$ cat config.mk
export PLATFORM = sky130hd
export DESIGN_NAME = useq_controller
export DESIGN_NICKNAME = d
export VERILOG_FILES = /design/src/rtl/useq_pkg.sv /design/src/rtl/useq_rom.sv /design/src/rtl/useq_controller.sv
export SDC_FILE = /design/constraint.sdc
export NUM_CORES = 1
export LEC_CHECK = 0
export CORE_AREA = 2 2 72 74
export CTS_BUF_LIST = sky130_fd_sc_hd__clkbuf_4
export CTS_CLUSTER_DIAMETER = 80
export DETAILED_ROUTE_END_ITERATION = 10
export DIE_AREA = 0 0 74 76
export PLACE_DENSITY = 0.8
export SLEW_MARGIN = 0
export SYNTH_ARGS = -nofsm -noshare
export SYNTH_HDL_FRONTEND = slang
export SYNTH_HIERARCHICAL = 1
export SYNTH_SLANG_ARGS = --single-unit
$ cat constraint.sdc
create_clock -name clk -period 4.9 [get_ports clk]
set_input_delay 0.735 -clock clk [delete_from_list [all_inputs] [get_ports clk]]
set_output_delay 0.735 -clock clk [all_outputs]
set_load 0.1 [all_outputs]
$ cat src/rtl/useq_pkg.sv
// Shared definitions for the microsequencer: sequencing ops, microword layout,
// control-word bit positions and fixed entry points (IRQ entry is used only with USEQ_IRQ_EN).
package useq_pkg;

    typedef enum logic [2:0] {
        SEQ_NEXT   = 3'd0,
        SEQ_FETCH  = 3'd1,
        SEQ_DISP1  = 3'd2,
        SEQ_DISP2  = 3'd3,
        SEQ_JUMP   = 3'd4,
        SEQ_BRCOND = 3'd5
    } seq_e;

    // Microword layout, LSB first: seq, wait, halt, target, ctrl.
    localparam int SEQ_LSB  = 0;
    localparam int SEQ_W    = 3;
    localparam int WAIT_BIT = 3;
    localparam int HALT_BIT = 4;
    localparam int TGT_LSB  = 5;

    localparam int ILL_UADDR = 62;
    localparam int IRQ_UADDR = 48;

    localparam int C_PC_INC   = 0;
    localparam int C_IR_LD    = 1;
    localparam int C_MEM_RD   = 2;
    localparam int C_MEM_WR   = 3;
    localparam int C_REG_WR   = 4;
    localparam int C_ALU_ADD  = 5;
    localparam int C_ALU_SUB  = 6;
    localparam int C_ALU_AND  = 7;
    localparam int C_ALU_OR   = 8;
    localparam int C_ADDR_LD  = 9;
    localparam int C_PC_LD    = 10;
    localparam int C_HALT_ACK = 11;
    localparam int C_IRQ_SAVE = 12;

    function automatic int mw_width(input int uaddr_w, input int ctrl_w);
        return TGT_LSB + uaddr_w + ctrl_w;
    endfunction

endpackage

$ cat src/rtl/useq_rom.sv
// Combinational microcode store: microword for the current micro-PC plus the
// opcode and func dispatch targets (an unmapped entry yields ILL_UADDR).
module useq_rom
    import useq_pkg::*;
#(
    parameter int UADDR_W = 6,
    parameter int CTRL_W  = 24,
    parameter int MW_W    = mw_width(UADDR_W, CTRL_W)
) (
    input  logic [UADDR_W-1:0] i_upc,
    input  logic [3:0]         i_opcode,
    input  logic [5:0]         i_func,
    output logic [MW_W-1:0]    o_word,
    output logic [UADDR_W-1:0] o_disp1,
    output logic [UADDR_W-1:0] o_disp2
);

    logic [CTRL_W-1:0]  w_ctrl;
    logic [UADDR_W-1:0] w_tgt;
    seq_e               w_seq;
    logic               w_wait;
    logic               w_halt;

    function automatic logic [CTRL_W-1:0] cb(input int bit_idx);
        return CTRL_W'(1) << bit_idx;
    endfunction

    // Unused microstates jump to the illegal trap so a stray upc cannot run wild.
    always_comb begin
        w_ctrl = '0;
        w_seq  = SEQ_JUMP;
        w_wait = 1'b0;
        w_halt = 1'b0;
        w_tgt  = UADDR_W'(ILL_UADDR);
        case (int'(i_upc))
            0:  begin w_ctrl = cb(C_PC_INC) | cb(C_IR_LD) | cb(C_MEM_RD); w_seq = SEQ_NEXT; w_wait = 1'b1; end
            1:  w_seq = SEQ_DISP1;
            2:  w_seq = SEQ_DISP2;
            3:  w_seq = SEQ_DISP2;
            4:  begin w_ctrl = cb(C_ALU_ADD) | cb(C_REG_WR); w_seq = SEQ_FETCH; end
            5:  begin w_ctrl = cb(C_ALU_SUB) | cb(C_REG_WR); w_seq = SEQ_FETCH; end
            6:  begin w_ctrl = cb(C_ALU_AND) | cb(C_REG_WR); w_seq = SEQ_FETCH; end
            7:  begin w_ctrl = cb(C_ALU_OR)  | cb(C_REG_WR); w_seq = SEQ_FETCH; end
            8:  begin w_ctrl = cb(C_ALU_ADD) | cb(C_ADDR_LD); w_seq = SEQ_NEXT; end
            9:  begin w_ctrl = cb(C_MEM_RD); w_seq = SEQ_NEXT; w_wait = 1'b1; end
            10: begin w_ctrl = cb(C_REG_WR); w_seq = SEQ_FETCH; end
            12: begin w_ctrl = cb(C_ALU_ADD) | cb(C_ADDR_LD); w_seq = SEQ_NEXT; end
            13: begin w_ctrl = cb(C_MEM_WR); w_seq = SEQ_FETCH; w_wait = 1'b1; end
            16: begin w_ctrl = cb(C_ALU_SUB); w_seq = SEQ_BRCOND; w_tgt = UADDR_W'(18); end
            17: w_seq = SEQ_FETCH;
            18: begin w_ctrl = cb(C_PC_LD); w_seq = SEQ_FETCH; end
            20: begin w_ctrl = cb(C_PC_LD); w_seq = SEQ_FETCH; end
            24: begin w_ctrl = cb(C_HALT_ACK); w_seq = SEQ_FETCH; w_wait = 1'b1; w_halt = 1'b1; end
            48: begin w_ctrl = cb(C_IRQ_SAVE) | cb(C_PC_LD); w_seq = SEQ_NEXT; end
            // IRQ exit jumps rather than fetches so the service is not counted as a retired instruction.
            49: begin w_seq = SEQ_JUMP; w_tgt = '0; end
            62: w_seq = SEQ_JUMP;
            63: w_seq = SEQ_NEXT;
            default: ;
        endcase
    end

    assign o_word = {w_ctrl, w_tgt, w_halt, w_wait, w_seq};

    always_comb begin
        o_disp1 = UADDR_W'(ILL_UADDR);
        case (i_opcode)
            4'd0:  o_disp1 = UADDR_W'(2);
            4'd1:  o_disp1 = UADDR_W'(20);
            4'd4:  o_disp1 = UADDR_W'(16);
            4'd7:  o_disp1 = UADDR_W'(8);
            4'd8:  o_disp1 = UADDR_W'(12);
            4'd13: o_disp1 = UADDR_W'(63);
            4'd14: o_disp1 = UADDR_W'(24);
            4'd15: o_disp1 = UADDR_W'(3);
            default: ;
        endcase
    end

    always_comb begin
        o_disp2 = UADDR_W'(ILL_UADDR);
        case (i_func)
            6'd0:  o_disp2 = UADDR_W'(4);
            6'd1:  o_disp2 = UADDR_W'(5);
            6'd2:  o_disp2 = UADDR_W'(6);
            6'd3:  o_disp2 = UADDR_W'(7);
            6'd62: o_disp2 = UADDR_W'(24);
            default: ;
        endcase
    end

endmodule

$ cat src/rtl/useq_controller.sv
// Microprogram sequencer with wait/halt handling, sticky flags and retired-instruction counter.
// Define USEQ_IRQ_EN to add the irq/irq_ack interrupt entry at FETCH.
module useq_controller
    import useq_pkg::*;
#(
    parameter int WORD_SIZE = 16,
    parameter int UADDR_W   = 6,
    parameter int CTRL_W    = 24,
    parameter int CNT_W     = 16
) (
    input  logic                 clk,
    input  logic                 reset,
    input  logic [WORD_SIZE-1:0] inst,
    input  logic                 mem_ready,
    input  logic                 cond,
`ifdef USEQ_IRQ_EN
    input  logic                 irq,
    output logic                 irq_ack,
`endif
    output logic [CTRL_W-1:0]    ctrl,
    output logic [UADDR_W-1:0]   upc,
    output logic                 halted,
    output logic                 illegal,
    output logic [CNT_W-1:0]     retired
);

    localparam int MW_W = mw_width(UADDR_W, CTRL_W);

    logic [UADDR_W-1:0] r_upc;
    logic               r_halted;
    logic               r_illegal;
    logic [CNT_W-1:0]   r_retired;

    logic [MW_W-1:0]    w_word;
    logic [UADDR_W-1:0] w_disp1;
    logic [UADDR_W-1:0] w_disp2;
    logic [UADDR_W-1:0] w_tgt;
    logic [UADDR_W-1:0] w_upc_inc;
    logic [UADDR_W-1:0] w_next;
    seq_e               w_seq;
    logic               w_wait;
    logic               w_halt;
    logic               w_stall;
    logic               w_fetch;
    logic               w_miss;
    logic               w_unused_inst;

    useq_rom #(.UADDR_W(UADDR_W), .CTRL_W(CTRL_W), .MW_W(MW_W)) u_rom (
        .i_upc    (r_upc),
        .i_opcode (inst[15:12]),
        .i_func   (inst[5:0]),
        .o_word   (w_word),
        .o_disp1  (w_disp1),
        .o_disp2  (w_disp2)
    );

    assign w_seq         = seq_e'(w_word[SEQ_LSB +: SEQ_W]);
    assign w_wait        = w_word[WAIT_BIT];
    assign w_halt        = w_word[HALT_BIT];
    assign w_tgt         = w_word[TGT_LSB +: UADDR_W];
    assign w_upc_inc     = r_upc + UADDR_W'(1);
    assign w_stall       = w_wait && !mem_ready;
    assign w_fetch       = (w_seq == SEQ_FETCH);
    assign w_unused_inst = ^inst;

    always_comb begin
        w_next = w_upc_inc;
        w_miss = 1'b0;
        case (w_seq)
            SEQ_NEXT: w_next = w_upc_inc;
            SEQ_FETCH: begin
`ifdef USEQ_IRQ_EN
                w_next = irq ? UADDR_W'(IRQ_UADDR) : '0;
`else
                w_next = '0;
`endif
            end
            SEQ_DISP1: begin
                w_next = w_disp1;
                w_miss = (w_disp1 == UADDR_W'(ILL_UADDR));
            end
            SEQ_DISP2: begin
                w_next = w_disp2;
                w_miss = (w_disp2 == UADDR_W'(ILL_UADDR));
            end
            SEQ_JUMP:   w_next = w_tgt;
            SEQ_BRCOND: w_next = cond ? w_tgt : w_upc_inc;
            default:    w_next = w_upc_inc;
        endcase
    end

    // Wait outranks halt: a halting microword only takes effect once its access completes.
    always_ff @(posedge clk or posedge reset) begin
        if (reset) begin
            r_upc     <= '0;
            r_halted  <= 1'b0;
            r_illegal <= 1'b0;
            r_retired <= '0;
`ifdef USEQ_IRQ_EN
            irq_ack   <= 1'b0;
`endif
        end else begin
`ifdef USEQ_IRQ_EN
            irq_ack <= 1'b0;
`endif
            if (!r_halted && !w_stall) begin
                if (w_halt) begin
                    r_halted <= 1'b1;
                end else begin
                    r_upc <= w_next;
                    if (w_miss) r_illegal <= 1'b1;
                    if (w_fetch) begin
                        r_retired <= r_retired + CNT_W'(1);
`ifdef USEQ_IRQ_EN
                        irq_ack   <= irq;
`endif
                    end
                end
            end
        end
    end

    assign ctrl    = w_word[TGT_LSB + UADDR_W +: CTRL_W];
    assign upc     = r_upc;
    assign halted  = r_halted;
    assign illegal = r_illegal;
    assign retired = r_retired;

endmodule

==> out/qor.txt, run 1 <==
====================================================================================
Pin count of the biggest net entering global routing ..................           25
Worst Min Path Start .................................................. retired[15]$_DFFE_PP0P_
First DRT Iteration DRCs ..............................................          177
Critical Path AT ......................................................      2.97 ns
First-pass GRT wire length ............................................      8140 um
Worst R2R Start ....................................................... upc[2]$_DFFE_PP0P_
Series of cell instances along the critical path ...................... nand2_1 -> nor4b_2 -> clkdlybuf4s50_1
Std cell rows .........................................................           26
Initial antenna violation count .......................................            0
Post-synthesis cell type count ........................................           55
Cell count after synthesis ............................................          256
Y dimension of the die ................................................        76 um
Number of nets in the layout ..........................................          311
Areal power density over the cells ....................................  697 nW/um^2
Gr usage total ........................................................        17.5%
Unrepaired setup endpoints after global routing .......................        false
Critical path class ...................................................      reg2out
Router iterations before antenna repair ...............................            4
I/O pins ..............................................................           68
#FFs+latches synth ....................................................           24
Cell area after synthesis .............................................    2140 um^2
Proportion of layout cells with a drive suffix above 1 ................        6.97%
Core region area ......................................................    4910 um^2
Skew final ............................................................    0.0157 ns
Overall power consumption .............................................      1820 uW
Maximum cell stage delay along the critical path ......................      1.17 ns
Clock-pin transition on the worst setup and hold timing paths .........      0.14 ns
Crit end category .....................................................   output pin
Clock latency reported for the late side of the worst-skew pair .......      0.32 ns
Data required time at the worst endpoint ..............................      4.16 ns
HPWL after detailed placement .........................................      3430 um
Worst-path fanout max .................................................           24
H-tree lvl count ......................................................            1
Placer congestion estimate ............................................        0.794
Primary flip-flop cell chosen by synthesis mapping .................... sky130_fd_sc_hd__dfrtp_1
Hold Violations, Final ................................................            0
CTS root buffer ....................................................... sky130_fd_sc_hd__clkbuf_4
Number of maximum-capacitance violations ..............................            0
Sum of negative setup slack ...........................................         0 ns
Number of synthesized flops with an enable pin ........................            0
Remaining antenna violation count .....................................            0
Wire length per cell after detailed routing ...........................      13.1 um
Transition time of the tightest slew-check pin ........................      1.07 ns
Reported leakage power ................................................   0.00104 uW
Period Utilization, post-route ........................................        75.5%
Post CTS Setup Buffer Count ...........................................            0
Signed area change from the synthesized netlist to the final layout ...        22.2%
Width of the die ......................................................        74 um
Highest Clock Rate ....................................................      270 MHz
Worst hold-check path type ............................................      reg2reg
Number of inserted diodes .............................................            0
Share of flip-flops with an asynchronous set or reset after synthesis .         100%
Via count of the first global-routing pass ............................         1729
Number of buffers between clock root and the deepest sink .............            2
DRC ...................................................................            0
Clock sinks ...........................................................           24
Final worst path period need ..........................................      3.70 ns
Critical register-to-register path endpoint ........................... retired[11]$_DFFE_PP0P_
Avg Synthesized Cell Area .............................................    8.37 um^2
Cell taking the most area after synthesis ............................. sky130_fd_sc_hd__dfrtp_1
Total count of max-transition violations in the final report ..........            0
Hold depth ............................................................            1
Worst setup SP type ...................................................         flop
Area share of the largest cell type after synthesis ...................        28.0%
DR vias ...............................................................         1925
Run status ............................................................    completed
Remaining Overflow, GRT ...............................................            0
Post-cts resize count .................................................            0
Number of I/O port buffers ............................................           50
Highest-delay cell along the critical path ............................ sky130_fd_sc_hd__clkdlybuf4s50_1
Register-to-register setup slack ......................................      1.28 ns
Setup Viol. Count Final ...............................................            0
CTS tree ..............................................................          yes
Die Outline Area ......................................................    5620 um^2
Share of synthesized area occupied by flip-flops and latches ..........        28.0%
R2r worst-path depth ..................................................            8
Hold path endpoint .................................................... retired[15]$_DFFE_PP0P_
Vias per std cell .....................................................         5.39
Initial standard-cell utilization of the core .........................        43.6%
Worst-case headroom to the max-slew limit .............................        28.0%
Inserted Clock Buffers ................................................            3
IR Drop Worst-Case VDD ................................................     0.401 mV
Cell types occupying the most area after synthesis .................... sky130_fd_sc_hd__dfrtp_1 (28%), sky130_fd_sc_hd__buf_4 (7.0%), sky130_fd_sc_hd__xnor2_1 (6.5%)
Syn. warnings .........................................................            6
Total routed wirelength ...............................................      4670 um
Number of hold-repair buffers added at the cts stage ..................            0
====================================================================================
## synthesized netlist by cell type (2+ instances only)
cell / n
sky130_fd_sc_hd__a21oi_1: 5
sky130_fd_sc_hd__nor4_1: 4
sky130_fd_sc_hd__ha_1: 3
sky130_fd_sc_hd__nor4b_1: 5
sky130_fd_sc_hd__nor3_1: 6
sky130_fd_sc_hd__and4_1: 2
sky130_fd_sc_hd__o21ai_0: 7
sky130_fd_sc_hd__clkbuf_1: 3
sky130_fd_sc_hd__dfrtp_1: 24
sky130_fd_sc_hd__a32oi_1: 4
sky130_fd_sc_hd__and3b_1: 3
sky130_fd_sc_hd__nand2b_1: 4
sky130_fd_sc_hd__a221o_1: 2
sky130_fd_sc_hd__a211oi_1: 3
sky130_fd_sc_hd__or4_1: 4
sky130_fd_sc_hd__buf_6: 3
sky130_fd_sc_hd__xor2_1: 6
sky130_fd_sc_hd__nor2b_1: 3
sky130_fd_sc_hd__o32ai_1: 7
sky130_fd_sc_hd__nand3_1: 14
sky130_fd_sc_hd__buf_2: 8
sky130_fd_sc_hd__xnor2_1: 16
sky130_fd_sc_hd__and3_1: 7
sky130_fd_sc_hd__buf_4: 20
sky130_fd_sc_hd__nor3b_1: 2
sky130_fd_sc_hd__o21a_1: 2
sky130_fd_sc_hd__inv_1: 14
sky130_fd_sc_hd__nand2_1: 17
sky130_fd_sc_hd__mux2i_1: 6
sky130_fd_sc_hd__nor2_1: 18
sky130_fd_sc_hd__nand4_1: 9
sky130_fd_sc_hd__nor3_2: 2
## cell usage in the layout (no fill, tap or decap), types with 3 or more instances in the layout
master	netlist	routed
sky130_fd_sc_hd__nor2_1	18	18
sky130_fd_sc_hd__conb_1	1	12
sky130_fd_sc_hd__a211oi_1	3	3
sky130_fd_sc_hd__ha_1	3	3
sky130_fd_sc_hd__and3b_1	3	3
sky130_fd_sc_hd__xnor2_1	16	16
sky130_fd_sc_hd__nand2_1	17	17
sky130_fd_sc_hd__nor2b_1	3	3
sky130_fd_sc_hd__nand4_1	9	9
sky130_fd_sc_hd__o32ai_1	7	7
sky130_fd_sc_hd__clkbuf_4	0	3
sky130_fd_sc_hd__mux2i_1	6	6
sky130_fd_sc_hd__and3_1	7	7
sky130_fd_sc_hd__clkdlybuf4s50_1	0	50
sky130_fd_sc_hd__or4_1	4	4
sky130_fd_sc_hd__nand3_1	14	14
sky130_fd_sc_hd__o21ai_0	7	7
sky130_fd_sc_hd__a21oi_1	5	5
sky130_fd_sc_hd__nand2b_1	4	4
sky130_fd_sc_hd__inv_1	14	14
sky130_fd_sc_hd__dfrtp_1	24	24
sky130_fd_sc_hd__nor4b_1	5	3
sky130_fd_sc_hd__a32oi_1	4	4
sky130_fd_sc_hd__xor2_1	6	6
sky130_fd_sc_hd__nor3_1	6	6
## state kept, by name, summed over array words and instances, names as in the netlist
| name | count |
|---|---|
| halted | 1 |
| illegal | 1 |
| retired | 16 |
| upc | 6 |
## where the power goes
part           total [uW]  switching [uW]  internal (uW)
Clock                 142            59.1           82.7
Sequential            431             182            249
Combinational        1250             856            394
## area by class of cell
type	count	area (um^2)
Fill cell	450	2290
Multi-Input combinational cell	194	1320
Sequential cell	24	601
Timing Repair Buffer	51	508
Tap cell	70	87.6
Inverter	14	52.6
Clock inverter	1	30.0
Clock buffer	3	22.5
## critical path, delay by kind of cell, from the launching register on
| kind | cells | cell delay [ns] |
|---|---|---|
| buf+inv | 1 | 1.17 |
| simple gates | 2 | 0.57 |
| flops | 1 | 0.90 |
## stage by stage
stage	setup slack, ns	std cells	utilization [%]	hold slack [ns]	area (um^2)
after floorplan	0.141	267	-	0.750	2210
after global placement	1.38	353	52.2	0.457	2560
after detailed placement	1.37	353	52.2	0.476	2560
after CTS	1.18	357	53.3	0.501	2620
after global routing	0.906	357	53.3	0.513	2620
final	1.20	357	53.3	0.495	2620
## routing by layer
metal,vias to the layer above,GRT usage (%),part of all wire [%]
li1,963,-,-
met2,56,27.1,47
met1,904,26.7,48
met5,-,0,0
met4,0,1.64,0.34
met3,2,2.91,4.7
## worst max path at each step
stage	start	end	slack, ns
global placement	upc[2]$_DFFE_PP0P_	retired[13]$_DFFE_PP0P_	1.38
CTS	upc[3]$_DFFE_PP0P_	ctrl[11]	1.18
finish	upc[3]$_DFFE_PP0P_	ctrl[11]	1.20
detailed placement	upc[2]$_DFFE_PP0P_	retired[11]$_DFFE_PP0P_	1.37
floorplan	upc[4]$_DFFE_PP0P_	ctrl[1]	0.14
global route	upc[2]$_DFFE_PP0P_	retired[11]$_DFFE_PP0P_	0.91
## kinds of logic (layout without fill, tap and decap cells)
kind of cell,count (synthesis),in the layout,share of synthesized area (%)
AOI/OAI and AO/OA,37,37,12.7
xor gates and xnor gates,22,22,9.00
adders and majority gates,4,4,2.22
buffers and inverters,49,69,13.6
DFF,24,24,28.0
muxes,7,7,3.33
other,1,12,0.175
and+or+nand+nor,112,112,31.0
Power figures use the tool's default switching activity.
==> run 2, diff against run 1 <==
CORE_AREA = 2 2 73 75   (was 2 2 72 74)
DIE_AREA = 0 0 75 77   (was 0 0 74 76)
PLACE_DENSITY = 0.81   (was 0.8)
clock period = 3.3 ns   (was 4.9 ns; I/O delays follow)
==> run 2 against run 1 <==
  * Die area increased by 2.7%
  * Wire length grew 3.8%
  * Setup slack got worse by 0.89 ns
  * Final cell count rose by 1.1%
  * Critical path depth up 5
  * Total power grew 53%
  * Clock power rose by 54%
  * Critical endpoint is now upc[2]$_DFFE_PP0P_
==> out/qor.txt, run 2 (synthesis gave the netlist of run 1 again) <==
==================================================================================
Core region area ....................................................    4980 um^2
HPWL after detailed placement .......................................      3590 um
Inserted Clock Buffers ..............................................            3
Remaining Overflow, GRT .............................................            0
First-pass GRT wire length ..........................................      8160 um
Leading cell types in the layout, fill and taps excluded ............ sky130_fd_sc_hd__clkdlybuf4s50_1 (28), sky130_fd_sc_hd__buf_4 (27), sky130_fd_sc_hd__dfrtp_1 (19), sky130_fd_sc_hd__nor2_1 (17), sky130_fd_sc_hd__nand2_1 (17)
Worst-case headroom to the max-slew limit ...........................        34.4%
Run status ..........................................................    completed
Maximum cell stage delay along the critical path ....................      0.57 ns
Critical path class .................................................      reg2reg
Transition time of the tightest slew-check pin ......................     0.981 ns
Layout filler cell count ............................................          475
Router iterations before antenna repair .............................            4
I/O pins ............................................................           68
Proportion of layout cells with a drive suffix above 1 ..............        18.9%
Vias per std cell ...................................................         5.36
Area occupied by registers ..........................................     607 um^2
Pin count of the biggest net entering global routing ................           25
IR Drop Worst-Case VDD ..............................................     0.591 mV
Internal power ......................................................      1090 uW
Switching Power .....................................................      1700 uW
Share of total power consumed by net switching ......................        60.8%
Number of maximum-capacitance violations ............................            0
Clock-pin transition on the worst setup and hold timing paths .......      0.14 ns
Final worst path period need ........................................      2.99 ns
Reported leakage power ..............................................   0.00111 uW
H-tree lvl count ....................................................            1
Pre-CTS setup slack .................................................     0.389 ns
Most common cell after layout, fill and taps aside .................. sky130_fd_sc_hd__clkdlybuf4s50_1
CTS tree ............................................................          yes
Clk pwr share .......................................................         7.8%
DR vias .............................................................         1936
Setup Viol. Count Final .............................................            0
Multi-input combinational cell area .................................    1360 um^2
Areal power density over the cells .................................. 1060 nW/um^2
Most frequent cell on the critical path ............................. sky130_fd_sc_hd__o21ai_0
Critical Path AT ....................................................      3.20 ns
Post-cts resize count ...............................................            0
Combinational share of power ........................................        70.4%
Number of buffers between clock root and the deepest sink ...........            2
Largest register FFs ................................................           16
Share of power burned in registers ..................................        21.8%
CTS root buffer ..................................................... sky130_fd_sc_hd__clkbuf_4
DRC .................................................................            0
Y dimension of the die ..............................................        77 um
Highest Clock Rate ..................................................      335 MHz
Number of nets in the layout ........................................          315
Clock latency reported for the late side of the worst-skew pair .....      0.33 ns
Core Util, Final ....................................................        53.1%
Placer congestion estimate ..........................................        0.843
Worst hold-check path type ..........................................      reg2reg
Number of I/O port buffers ..........................................           50
Period Utilization, post-route ......................................        90.5%
Initial antenna violation count .....................................            0
Via count of the first global-routing pass ..........................         1744
Worst setup SP type .................................................         flop
Width of the die ....................................................        75 um
Crit end category ...................................................         flop
Hold Violations, Final ..............................................            0
Std cell rows .......................................................           26
Total count of max-transition violations in the final report ........            0
Clock sinks .........................................................           24
Highest-delay cell along the critical path .......................... sky130_fd_sc_hd__dfrtp_2
Number of inserted diodes ...........................................            0
Post CTS Setup Buffer Count .........................................            0
Series of cell instances along the critical path .................... nor3b_2 -> and3_2 -> a211oi_1 -> inv_1 -> ha_1 -> o21ai_0 -> o21ai_0 -> a221o_1
Gr usage total ......................................................        17.5%
Total routed wirelength .............................................      4840 um
Data required time at the worst endpoint ............................      3.52 ns
Worst-path fanout max ...............................................           20
Unrepaired setup endpoints after global routing .....................        false
Remaining antenna violation count ...................................            0
Die Outline Area ....................................................    5780 um^2
Wire length per cell after detailed routing .........................      13.4 um
Initial standard-cell utilization of the core .......................        43.0%
Worst Slack Setup Final .............................................     0.313 ns
Signed area change from the synthesized netlist to the final layout .        23.4%
First DRT Iteration DRCs ............................................          102
Skew final ..........................................................    0.0100 ns
Number of hold-repair buffers added at the cts stage ................            0
==================================================================================
## run 2: layer usage
layer / wire (um) / GRT usage (%) / vias to the layer above / part of all wire (%)
met2: 2220 / 26.8 / 52 / 46
met1: 2410 / 26.3 / 906 / 50
met5: 0 / 0 / - / 0
met3: 177 / 1.71 / 4 / 3.7
met4: 29 / 4.29 / 0 / 0.60
li1: - / - / 974 / -
## run 2: worst paths after layout
| path | cells past startpoint | start | end | slack, ns |
|---|---|---|---|---|
| worst min register to register | 1 | retired[15]$_DFFE_PP0P_ | retired[15]$_DFFE_PP0P_ | 0.48 |
| worst max register to register | 8 | upc[4]$_DFFE_PP0P_ | upc[2]$_DFFE_PP0P_ | 0.31 |
| max in group asynchronous | 2 | reset | upc[2]$_DFFE_PP0P_ | 2.02 |
| worst max-delay path | 8 | upc[4]$_DFFE_PP0P_ | upc[2]$_DFFE_PP0P_ | 0.31 |
| worst min-delay path | 1 | retired[15]$_DFFE_PP0P_ | retired[15]$_DFFE_PP0P_ | 0.48 |
| min in group asynchronous | 2 | reset | retired[9]$_DFFE_PP0P_ | 0.65 |
## run 2: worst max-delay path, delay by kind of cell (launching register included)
family / cells / cell delay, ns
buffers and inverters: 1 / 0.10
AO/OA/AOI/OAI: 4 / 1.41
adder cells (fa/ha/maj): 1 / 0.32
flip-flops: 1 / 0.57
AND/OR/NAND/NOR: 2 / 0.48
## run 2: power groups by stage
stage / clock [uW] / sequential [uW] / combinational, uW
after floorplan: 0 / 995 / 1240
after global placement: 0 / 602 / 1930
after detailed placement: 0 / 608 / 1960
after CTS: 221 / 601 / 1970
after global routing: 235 / 630 / 2100
final: 218 / 607 / 1970
## run 2: per-stage QoR
step                      setup TNS, ns  cell area [um^2]  hold slack [ns]  instances  power, uW
final                                 0              2640            0.480        361       2790
after CTS                             0              2640            0.485        361       2790
after global routing                  0              2640            0.512        361       2970
after detailed placement              0              2590            0.463        357       2570
after floorplan                  -0.599              2260            0.509        267       2230
after global placement                0              2590            0.456        357       2530
## run 2: layout make-up
type                       instances  area share, %
inverter                          14           1.99
sequential                        24           23.0
tap                               70           3.31
multi-input combinational        194           51.5
clock buffer                       3          0.852
timing repair buffer              55           18.3
clock inverter                     1           1.14
